File: src/rtl/adc_serial_capture.sv
// ---------------------------------------------------------------------------
// adc_serial_capture
//
// Serial ADC front end for the oscilloscope datapath. It generates the ADC
// serial clock and convert strobe and deserialises one MSB-first frame per
// conversion. It keeps the OUT_BITS most significant bits of each frame and
// presents them through a one-entry valid/ready holding register. The
// holding register also carries a level-crossing trigger flag and a sticky
// overrun indication.
//
// Ports
//   osc_clk       system clock, rising edge
//   reset         asynchronous reset, active low
//   enable        run continuous conversions
//   adc_data      serial data from the ADC
//   adc_clk       ADC serial clock (divider MSB)
//   adc_conv      ADC convert / chip select, high between frames
//   sample_data   captured sample (top OUT_BITS of the frame)
//   sample_trig   trigger sideband, qualified by sample_valid
//   sample_valid  holding register full
//   sample_ready  consumer accepts when valid & ready
//   trig_level    unsigned trigger threshold
//   trig_rise     1 = rising-crossing trigger, 0 = falling-crossing trigger
//   clr_overrun   clears overrun
//   overrun       sticky: a sample was dropped
// ---------------------------------------------------------------------------
module adc_serial_capture #(
  parameter int DIV_LOG2  = 5,
  parameter int ADC_BITS  = 12,
  parameter int LEAD_BITS = 1,
  parameter int OUT_BITS  = 8,
  parameter int CONV_HIGH = 1
) (
  input  logic                osc_clk,
  input  logic                reset,
  input  logic                enable,
  input  logic                adc_data,
  output logic                adc_clk,
  output logic                adc_conv,
  output logic [OUT_BITS-1:0] sample_data,
  output logic                sample_trig,
  output logic                sample_valid,
  input  logic                sample_ready,
  input  logic [OUT_BITS-1:0] trig_level,
  input  logic                trig_rise,
  input  logic                clr_overrun,
  output logic                overrun
);

  localparam int LEAD_TICKS = 1 + LEAD_BITS;
  localparam int MAX_A      = (CONV_HIGH > LEAD_TICKS) ? CONV_HIGH : LEAD_TICKS;
  localparam int MAX_CNT    = (MAX_A > ADC_BITS) ? MAX_A : ADC_BITS;
  localparam int CNT_W      = $clog2(MAX_CNT + 1);

  // Divider value on the edge where adc_clk is about to rise.
  localparam logic [DIV_LOG2-1:0] TICK_AT = DIV_LOG2'((1 << (DIV_LOG2 - 1)) - 1);

  typedef enum logic [2:0] {
    S_IDLE,
    S_CONV,
    S_LEAD,
    S_SHIFT,
    S_DONE
  } state_t;

  logic [DIV_LOG2-1:0] div_q, div_d;
  state_t              state_q, state_d;
  logic [CNT_W-1:0]    cnt_q, cnt_d;
  logic [ADC_BITS-1:0] sr_q, sr_d;
  logic                adc_conv_q, adc_conv_d;
  logic [OUT_BITS-1:0] sample_data_q, sample_data_d;
  logic                sample_trig_q, sample_trig_d;
  logic                sample_valid_q, sample_valid_d;
  logic                overrun_q, overrun_d;
  logic                prev_valid_q, prev_valid_d;

  logic                tick;
  logic [OUT_BITS-1:0] new_sample;
  logic                trig_hit;

  // Level-crossing test between the previously delivered sample and the new one.
  function automatic logic crossed(input logic [OUT_BITS-1:0] prev,
                                   input logic [OUT_BITS-1:0] cur,
                                   input logic [OUT_BITS-1:0] level,
                                   input logic                rise);
    if (rise) begin
      return (prev < level) && (cur >= level);
    end
    return (prev > level) && (cur <= level);
  endfunction

  // True on the tick that completes a phase lasting n ticks.
  function automatic logic last_tick(input logic [CNT_W-1:0] cnt, input int n);
    return cnt == CNT_W'(n - 1);
  endfunction

  assign tick       = (div_q == TICK_AT);
  assign new_sample = sr_q[ADC_BITS-1 -: OUT_BITS];
  // The holding register always contains the last loaded sample, so it
  // doubles as the "previous sample" for the trigger.
  assign trig_hit   = prev_valid_q && crossed(sample_data_q, new_sample, trig_level, trig_rise);

  always_comb begin
    div_d          = div_q + DIV_LOG2'(1);
    state_d        = state_q;
    cnt_d          = cnt_q;
    sr_d           = sr_q;
    sample_data_d  = sample_data_q;
    sample_trig_d  = sample_trig_q;
    prev_valid_d   = prev_valid_q;
    // Consumer handshake; a load in DONE below takes precedence.
    sample_valid_d = sample_valid_q & ~sample_ready;
    // Clear first so a drop in the same cycle wins.
    overrun_d      = overrun_q & ~clr_overrun;

    case (state_q)
      S_IDLE: begin
        if (tick && enable) begin
          state_d      = S_CONV;
          cnt_d        = '0;
          prev_valid_d = 1'b0;
        end
      end
      S_CONV: begin
        if (tick) begin
          if (last_tick(cnt_q, CONV_HIGH)) begin
            state_d = S_LEAD;
            cnt_d   = '0;
          end else begin
            cnt_d = cnt_q + CNT_W'(1);
          end
        end
      end
      S_LEAD: begin
        if (tick) begin
          if (last_tick(cnt_q, LEAD_TICKS)) begin
            state_d = S_SHIFT;
            cnt_d   = '0;
          end else begin
            cnt_d = cnt_q + CNT_W'(1);
          end
        end
      end
      S_SHIFT: begin
        if (tick) begin
          sr_d = (sr_q << 1) | ADC_BITS'(adc_data);
          if (last_tick(cnt_q, ADC_BITS)) begin
            state_d = S_DONE;
            cnt_d   = '0;
          end else begin
            cnt_d = cnt_q + CNT_W'(1);
          end
        end
      end
      S_DONE: begin
        state_d = enable ? S_CONV : S_IDLE;
        cnt_d   = '0;
        if (!sample_valid_q || sample_ready) begin
          sample_data_d  = new_sample;
          sample_trig_d  = trig_hit;
          sample_valid_d = 1'b1;
          prev_valid_d   = 1'b1;
        end else begin
          // Holding register still owned by the consumer: drop this sample.
          overrun_d = 1'b1;
        end
      end
      default: begin
        state_d = S_IDLE;
        cnt_d   = '0;
      end
    endcase

    // Convert strobe is low only while the frame is being clocked out.
    adc_conv_d = !((state_d == S_LEAD) || (state_d == S_SHIFT));
  end

  always_ff @(posedge osc_clk or negedge reset) begin
    if (!reset) begin
      div_q          <= '0;
      state_q        <= S_IDLE;
      cnt_q          <= '0;
      adc_conv_q     <= 1'b1;
      sample_data_q  <= '0;
      sample_trig_q  <= 1'b0;
      sample_valid_q <= 1'b0;
      overrun_q      <= 1'b0;
      prev_valid_q   <= 1'b0;
    end else begin
      div_q          <= div_d;
      state_q        <= state_d;
      cnt_q          <= cnt_d;
      adc_conv_q     <= adc_conv_d;
      sample_data_q  <= sample_data_d;
      sample_trig_q  <= sample_trig_d;
      sample_valid_q <= sample_valid_d;
      overrun_q      <= overrun_d;
      prev_valid_q   <= prev_valid_d;
    end
  end

  // Shift register is pure data; every frame refills it before it is read.
  always_ff @(posedge osc_clk) begin
    sr_q <= sr_d;
  end

  assign adc_clk      = div_q[DIV_LOG2-1];
  assign adc_conv     = adc_conv_q;
  assign sample_data  = sample_data_q;
  assign sample_trig  = sample_trig_q;
  assign sample_valid = sample_valid_q;
  assign overrun      = overrun_q;

endmodule

File: config.mk
export PLATFORM = sky130hd
export DESIGN_NAME = adc_serial_capture
export DESIGN_NICKNAME = d
export VERILOG_FILES = /design/src/rtl/adc_serial_capture.sv
export SDC_FILE = /design/constraint.sdc
export NUM_CORES = 1
export LEC_CHECK = 0
export CORE_ASPECT_RATIO = 0.7
export CORE_UTILIZATION = 45
export CTS_CLUSTER_SIZE = 14
export DETAILED_ROUTE_END_ITERATION = 12
export PLACE_DENSITY = 0.68
export SETUP_SLACK_MARGIN = 0.3
export SLEW_MARGIN = 0
export SYNTH_ARGS = -nofsm -noshare
export SYNTH_HDL_FRONTEND = slang
export SYNTH_SLANG_ARGS = --single-unit
File: constraint.sdc
create_clock -name osc_clk -period 2.4 [get_ports osc_clk]
set_input_delay 0.48 -clock osc_clk [delete_from_list [all_inputs] [get_ports osc_clk]]
set_output_delay 0.48 -clock osc_clk [all_outputs]
set_load 0.005 [all_outputs]
== Yosys cells after proc, flatten, opt, wreduce, memory -nomap -nowiden ==
Index checks and enable logic that the tools add are counted.

* Flip-flop bits (word level): 37
* Input port bits: 15
* Output and inout port bits: 13
* Word-level logic and storage cells: 77

* Add/subtract/negate cells: 2
* Magnitude comparators: 4
* Eq/ne operators: 14
* Muxes and demuxes: 27
* Bitwise logic cells: 5
* Reduce and logical (&&, ||, !) cells: 15

{| class="wikitable"
|+ Operators with widths
! kind !! count
|-
| $mux 4 || 7
|-
| $mux 3 || 7
|-
| $pmux 4 s4 || 1
|-
| $pmux 3 s5 || 1
|-
| $eq 3x2->1 const B || 4
|-
| $or 12x1->12 || 1
|-
| $mux 1 || 10
|-
| $ne 2x2->1 const B || 5
|-
| $ge 8x8->1 || 1
|-
| $gt 8x8->1 || 1
|-
| $le 8x8->1 || 1
|-
| $lt 8x8->1 || 1
|-
| $add 5x1->5 const B || 1
|-
| $eq 5x4->1 const B || 1
|-
| $add 4x1->4 const B || 1
|-
| $eq 4x1->1 const B || 1
|-
| $eq 4x4->1 const B || 1
|-
| $logic_and 1x1->1 || 4
|-
| $logic_not 4->1 || 1
|-
| $reduce_and 2->1 || 2
|-
| $reduce_and 4->1 || 1
|-
| $eq 3x1->1 const B || 1
|-
| $eq 3x3->1 const B || 1
|-
| $logic_not 3->1 || 1
|-
| 7 further kinds || 11
|}

== Logic depth before layout (Yosys ltp) ==
Gate-level depths: netlist (run 1).

* Word-level depth: 7
* Gate-level depth with buffers: 8
* Mapped depth without buffers: 8

== Worst setup path before layout (run 1) ==
No wires, ideal clock.

* Path type: reg-to-reg
* Start: reg div_q[0]
* End: reg sr_q[0], enable pin
* Library setup time: 0.380 ns
* Arrival time: 1.517 ns
* Required time: 2.020 ns
* Setup slack: 0.502 ns
* Cell stages (with the launch flop): 6
* Buffers on the path: 0
* Period minus slack after synthesis: 1.898 ns
* Cell sequence: dfrtp_1 > ha_1 > and3_1 > ha_1 > nand2_1 > nor2_1

* Longest elaborated chain between the ends: 2

{| class="wikitable"
|+ Ends and longest elaborated chain
! what !! RTL line !! text
|-
| start, declared || 66 || <nowiki>logic [DIV_LOG2-1:0] div_q, div_d;</nowiki>
|-
| start signal, assigned || 190 || <nowiki>div_q <= div_d;</nowiki>
|-
| $eq 5x4->1 || 97 || <nowiki>assign tick = (div_q == TICK_AT);</nowiki>
|-
| $reduce_and 2->1 (no source line) || n/a ||
|-
| end signal, assigned || 204 || <nowiki>sr_q <= sr_d;</nowiki>
|-
| end, declared || 69 || <nowiki>logic [ADC_BITS-1:0] sr_q, sr_d;</nowiki>
|}

No other way between the ends.
A chain may end at the register's enable or synchronous reset.

== Final worst setup path (run 1) ==
* Start: in trig_level[1]
* End: reg sample_trig_q, in the netlist sample_trig

* Longest elaborated chain between the ends: 5
* Elaborated cells between the ends (all ways): 9
* Those cells by class: order compare (4); mux (2); reduce/logical (3)

{| class="wikitable"
|+ Ends and longest elaborated chain
! what !! RTL line !! text
|-
| start, declared || 44 || <nowiki>input logic [OUT_BITS-1:0] trig_level,</nowiki>
|-
| $lt 8x8->1 or $ge 8x8->1 (tied branches) || 87 || <nowiki>return (prev < level) && (cur >= level);</nowiki>
|-
| $logic_and 1x1->1 || 87 ||
|-
| $mux 1 || 86 || <nowiki>if (rise) begin</nowiki>
|-
| $mux 1 * || 89 || <nowiki>return (prev > level) && (cur <= level);</nowiki>
|-
| $logic_and 1x1->1 * || 101 || <nowiki>assign trig_hit = prev_valid_q && crossed(sample_data_q, new_sample, trig_level, trig_rise);</nowiki>
|-
| end signal, assigned || 195 || <nowiki>sample_trig_q <= sample_trig_d;</nowiki>
|-
| end, declared || 72 || <nowiki>logic sample_trig_q, sample_trig_d;</nowiki>
|}

Every way passes the cells marked *; elsewhere a longest branch is shown, timed or not. The select of a mux whose other input is x is not followed.

==> results.md, run 1 <==
- In the final design database the tool counted 242 nets.
- The synthesized design spends more area on one cell type than any other, namely dfrtp_1.
- The final critical path time including I/O delays and setup is 2.041 ns.
- The number of CTS-inserted buffers is 5.
- The repair_antennas step left the layout with diodes totalling 0.
- The wire length per cell is 15.16 um.
- The placed cell area is 2276 um^2.
- Of the total synthesized cell area, the portion taken by XOR and XNOR cells is 0.8986%.
- The commonest register cell after synthesis is dfrtp_1.
- The layout overhead on the synthesized area is 25.87%.
- The vertical die dimension is 57.07 um.
- TritonCTS built the clock tree.
- The via count of the first global-routing pass was 1370.
- The async set-reset flop share out of synthesis is 67.57%.
- The sequential cell area is 987.2 um^2.
- The top cell type by area accounts for 30.81% of the synthesized area.
- Among cell families on the critical path, the largest total delay comes from compound AO/OA/AOI/OAI gates.
- For this run, the slowest stage of the critical path takes 0.46 ns.
- The count of buffers added on input and output ports is 27.
- After detailed routing, the number of remaining DRC violations is 0.
- For the worst-skew pair, the clock arrives at the later sink with an insertion delay of 0.28 ns.
- The placement-stage worst setup slack is -0.01497 ns.
- The total of max-cap violations is 0.
- The flop and latch count out of synthesis is 37.
- The data required time of the worst path is 2.56 ns.
- The largest individual stage delay along the critical path comes from the cell clkdlybuf4s50_1.
- The reg2reg setup slack is 0.56 ns.
- By area the synthesized netlist is led by dfrtp_1 (31%), edfxtp_1 (18%), ha_1 (13%).
- The relative contribution of the clock network to total power is 36.9%.
- Of the total synthesized cell area, the portion taken by AND, OR, NAND and NOR gates is 13.29%.
- The die covers 4603 um^2.
- Clock tree synthesis selected as its root buffer the cell clkbuf_8.
- The Yosys step of the flow raised 0 warnings.
- Once layout is done, the placed cells without fillers occupy 2454 um^2.
- The complex-gate fraction of the synthesized area is 11.49%.
- Dividing total power by cell area gives a power density of 464.4 nW/um^2.
- The DRC marker count from the first detailed-route iteration is 53.
- The first-pass iteration count of the detailed router is 4.
- The I/O pin count is 28.
- STA classifies the critical path startpoint as a primary input.
- The worst-path maximum fanout is 2.
- By count the netlist is led by dfrtp_1 (24), ha_1 (21), inv_1 (21), nand2_1 (16), edfxtp_1 (12).
- The worst register-to-register path begins at cnt_q[0].
- The combinational fraction of design power is 6.2%.
- The clock passes through at most 2 buffers.
- The fraction of power spent switching nets is 21.90%.
- The final routed wirelength across all metal layers is 3926 um.
- The setup clock skew after layout is 0.003978 ns.
- The row count is 19.
- The cell area that synthesis handed to floorplanning was 1949 um^2.
- In this run the most critical hold path is launched from sr_q[3].
- For this run the aggregate overflow at the end of global routing stands at 0.
- The final number of setup-violating endpoints is 0.
- The run finished with clean final reports.
- Of the total power, registers draw 56.9%.
- Measured against its own limit, the worst slew margin works out to 71.90%.
- The mean instance size in the synthesized netlist is 11.40 um^2.
- The worst min-delay path category is flop to flop.
- The post-synthesis net count is 207.
- The adder-cell share of the synthesized area is 13.48%.
- Using the TritonRoute via totals, the vias-per-cell ratio works out to 5.332.
- The initial antenna violation count is 0.
- By instance count, the leading cell after synthesis is dfrtp_1.
- The starting density of the core is 48.24%.
- From left edge to right edge, the die measures 80.67 um.
- The worst setup path is captured at a flop.
- The CTS clock-pin slew for the worst setup and hold paths is 0.07 ns.
- The static leakage is 1.047 nW.
- Timing would allow up to 490.0 MHz.
- Yosys mapped a number of flops with a built-in enable equal to 12.
- In this run the remaining antenna-violating nets after routing total 0.
- The hold buffer count at cts is 0.
- The number of hold violations in the final report came to 0.
- Across all layers, the routed design uses 1381 vias.
- Summing all multi-input logic gate instances after layout gives 927.1 um^2.
- Synthesis handed over a netlist of 171 instances.
- In this run the power spent charging and discharging nets is 0.2496 mW.
- The number of different library cells in the post-synthesis netlist is 45.
- At the worst endpoint, the arrival time is 2.20 ns.
- At the end of the flow the core is filled with cells to 60.71%.
- After layout, the worst path uses 85.04% of the clock period.
- After legalization and detailed placement, the total HPWL measured 2902 um.
- Of the cells placed in the final design, the portion with a size suffix greater than 1 is 16.43%.
- Setup repair after global routing left no endpoint under its margin.
- For this run, the total global-route usage over all layers was measured as 18.76%.
- The final weighted congestion of routability-driven global placement is 0.8321.
- The H-tree was split into 2 levels.
- Entering global routing, the biggest net connects 26 pins.
- For the pin with the worst max-slew slack, the measured transition is 0.4215 ns.
- The total area inside the core boundary comes to 4041 um^2.
- The number of max-slew violations in the final report is 0.
- Walking the worst path, the cells encountered are clkdlybuf4s50_1, inv_1, ha_1, nor2b_1, o31ai_1, a31oi_1, o2111ai_1, o211ai_2.
- Fill cells in the final layout number 330.
- After layout, the worst setup slack is 0.3591 ns.
- The worst-case IR drop observed on VDD is 346.1 uV.
- Counting both buffers and inverters, the worst setup path holds a total of 2.
- The share of synthesized area spent on multiplexers is 4.557%.
- After synthesis, the largest family of logic cells by area is adder cells.
- The type of the worst setup path is primary input to flop.
- The sequential element share of the synthesized area is 50.64%.
- The global-route wire length before repair is 6354 um.
- Cell internal power was estimated by the tool at 0.8898 mW.
- After routing, the total negative slack on setup checks comes to 0 ns.
- In this run the worst setup path begins at trig_level[1].
- The number of sinks driven by the clock tree is 37.
[cells in the final DEF, fill, tap and decap left out, drive strengths merged, types with 5 or more instances in the layout]
cell type | netlist | routed
inv | 21 | 21
nand3 | 5 | 5
ha | 21 | 21
buf | 4 | 5
nand2 | 16 | 16
dfrtp | 24 | 24
edfxtp | 12 | 12
a21oi | 10 | 10
clkdlybuf4s50 | 0 | 27
o21ai | 6 | 6
clkbuf | 0 | 6
mux2 | 7 | 7
[timing repair]
item | CTS | global route
setup buffers | 2 | 0
resized for setup | 1 | 7
pin swaps | 0 | 3
setup endpoints to repair | 1 | 1
[flip-flops by register name (all words and copies together) (netlist names), 3 cells and up]
| name | flops |
|---|---|
| sample_data | 8 |
| sr_q | 12 |
| cnt_q | 4 |
| state_q | 3 |
| div_q | 5 |
[per-layer routing]
metal,vias to the layer above,wire length (um),global-route usage (%)
met5,-,0,0
met4,0,38,6.122
met3,5,162,4.800
met2,28,1871,30.27
met1,667,1854,24.87
li1,681,-,-
[power groups by stage]
stage	Clock, mW	Combinational [mW]	Sequential (mW)
6_report	0.420	0.0707	0.648
5_1_grt	0.458	0.0797	0.648
4_1_cts	0.437	0.0663	0.648
3_5_place_dp	0	0.0635	0.661
3_3_place_gp	0	0.0602	0.661
2_1_floorplan	0	0.0228	0.661
[kinds of logic after synthesis]
logic type	Yosys count
buffers and inverters	25
adder cells (fa/ha/maj)	21
flip-flops	37
multiplexers	8
XOR/XNOR	2
AO/OA/AOI/OAI	33
AND/OR/NAND/NOR	45
[area by class of cell]
cell class	instances	share of cell area, %
Clock buffer	6	2.958
Timing Repair Buffer	32	12.54
Sequential cell	37	40.23
Clock inverter	2	0.6119
Inverter	21	3.213
Tap cell	52	2.652
Multi-Input combinational cell	109	37.79
[worst paths after layout]
| check | endpoint | cells after the start |
|---|---|---|
| setup / recovery | sample_trig | 8 |
| hold / removal | sr_q[4] | 0 |
| setup reg to reg | cnt_q[1] | 7 |
| hold reg to reg | sr_q[4] | 0 |
| max in group asynchronous | adc_conv | 2 |
| min in group asynchronous | div_q[4] | 2 |
[per-stage QoR]
step	hold slack, ns	power (mW)	std cells
6_report	0.4316	1.139	259
5_1_grt	0.4443	1.186	259
4_1_cts	0.4353	1.151	259
3_5_place_dp	0.4136	0.7244	249
3_3_place_gp	0.4016	0.7211	249
2_1_floorplan	0.1844	0.6839	171
[worst register-to-register path: cells and delay by family (launching register included)]
| family | cells | cell delay [ns] |
|---|---|---|
| compound gates | 2 | 0.35 |
| mux | 1 | 0.15 |
| flops | 1 | 0.44 |
| fa+ha+maj | 1 | 0.19 |
| simple gates | 2 | 0.52 |
| buf+inv | 1 | 0.08 |
Note: power is estimated with default switching activity, not from simulation.
==> run 2, diff against run 1 <==
--- a/config.mk
+++ b/config.mk
@@ -11,7 +11,6 @@
 export DETAILED_ROUTE_END_ITERATION = 12
 export PLACE_DENSITY = 0.68
 export SETUP_SLACK_MARGIN = 0.3
-export SLEW_MARGIN = 0
 export SYNTH_ARGS = -nofsm -noshare
 export SYNTH_HDL_FRONTEND = slang
 export SYNTH_SLANG_ARGS = --single-unit
==> results of run 2 <==
No change in the layout: final DEF, timing and power equal those of run 1.
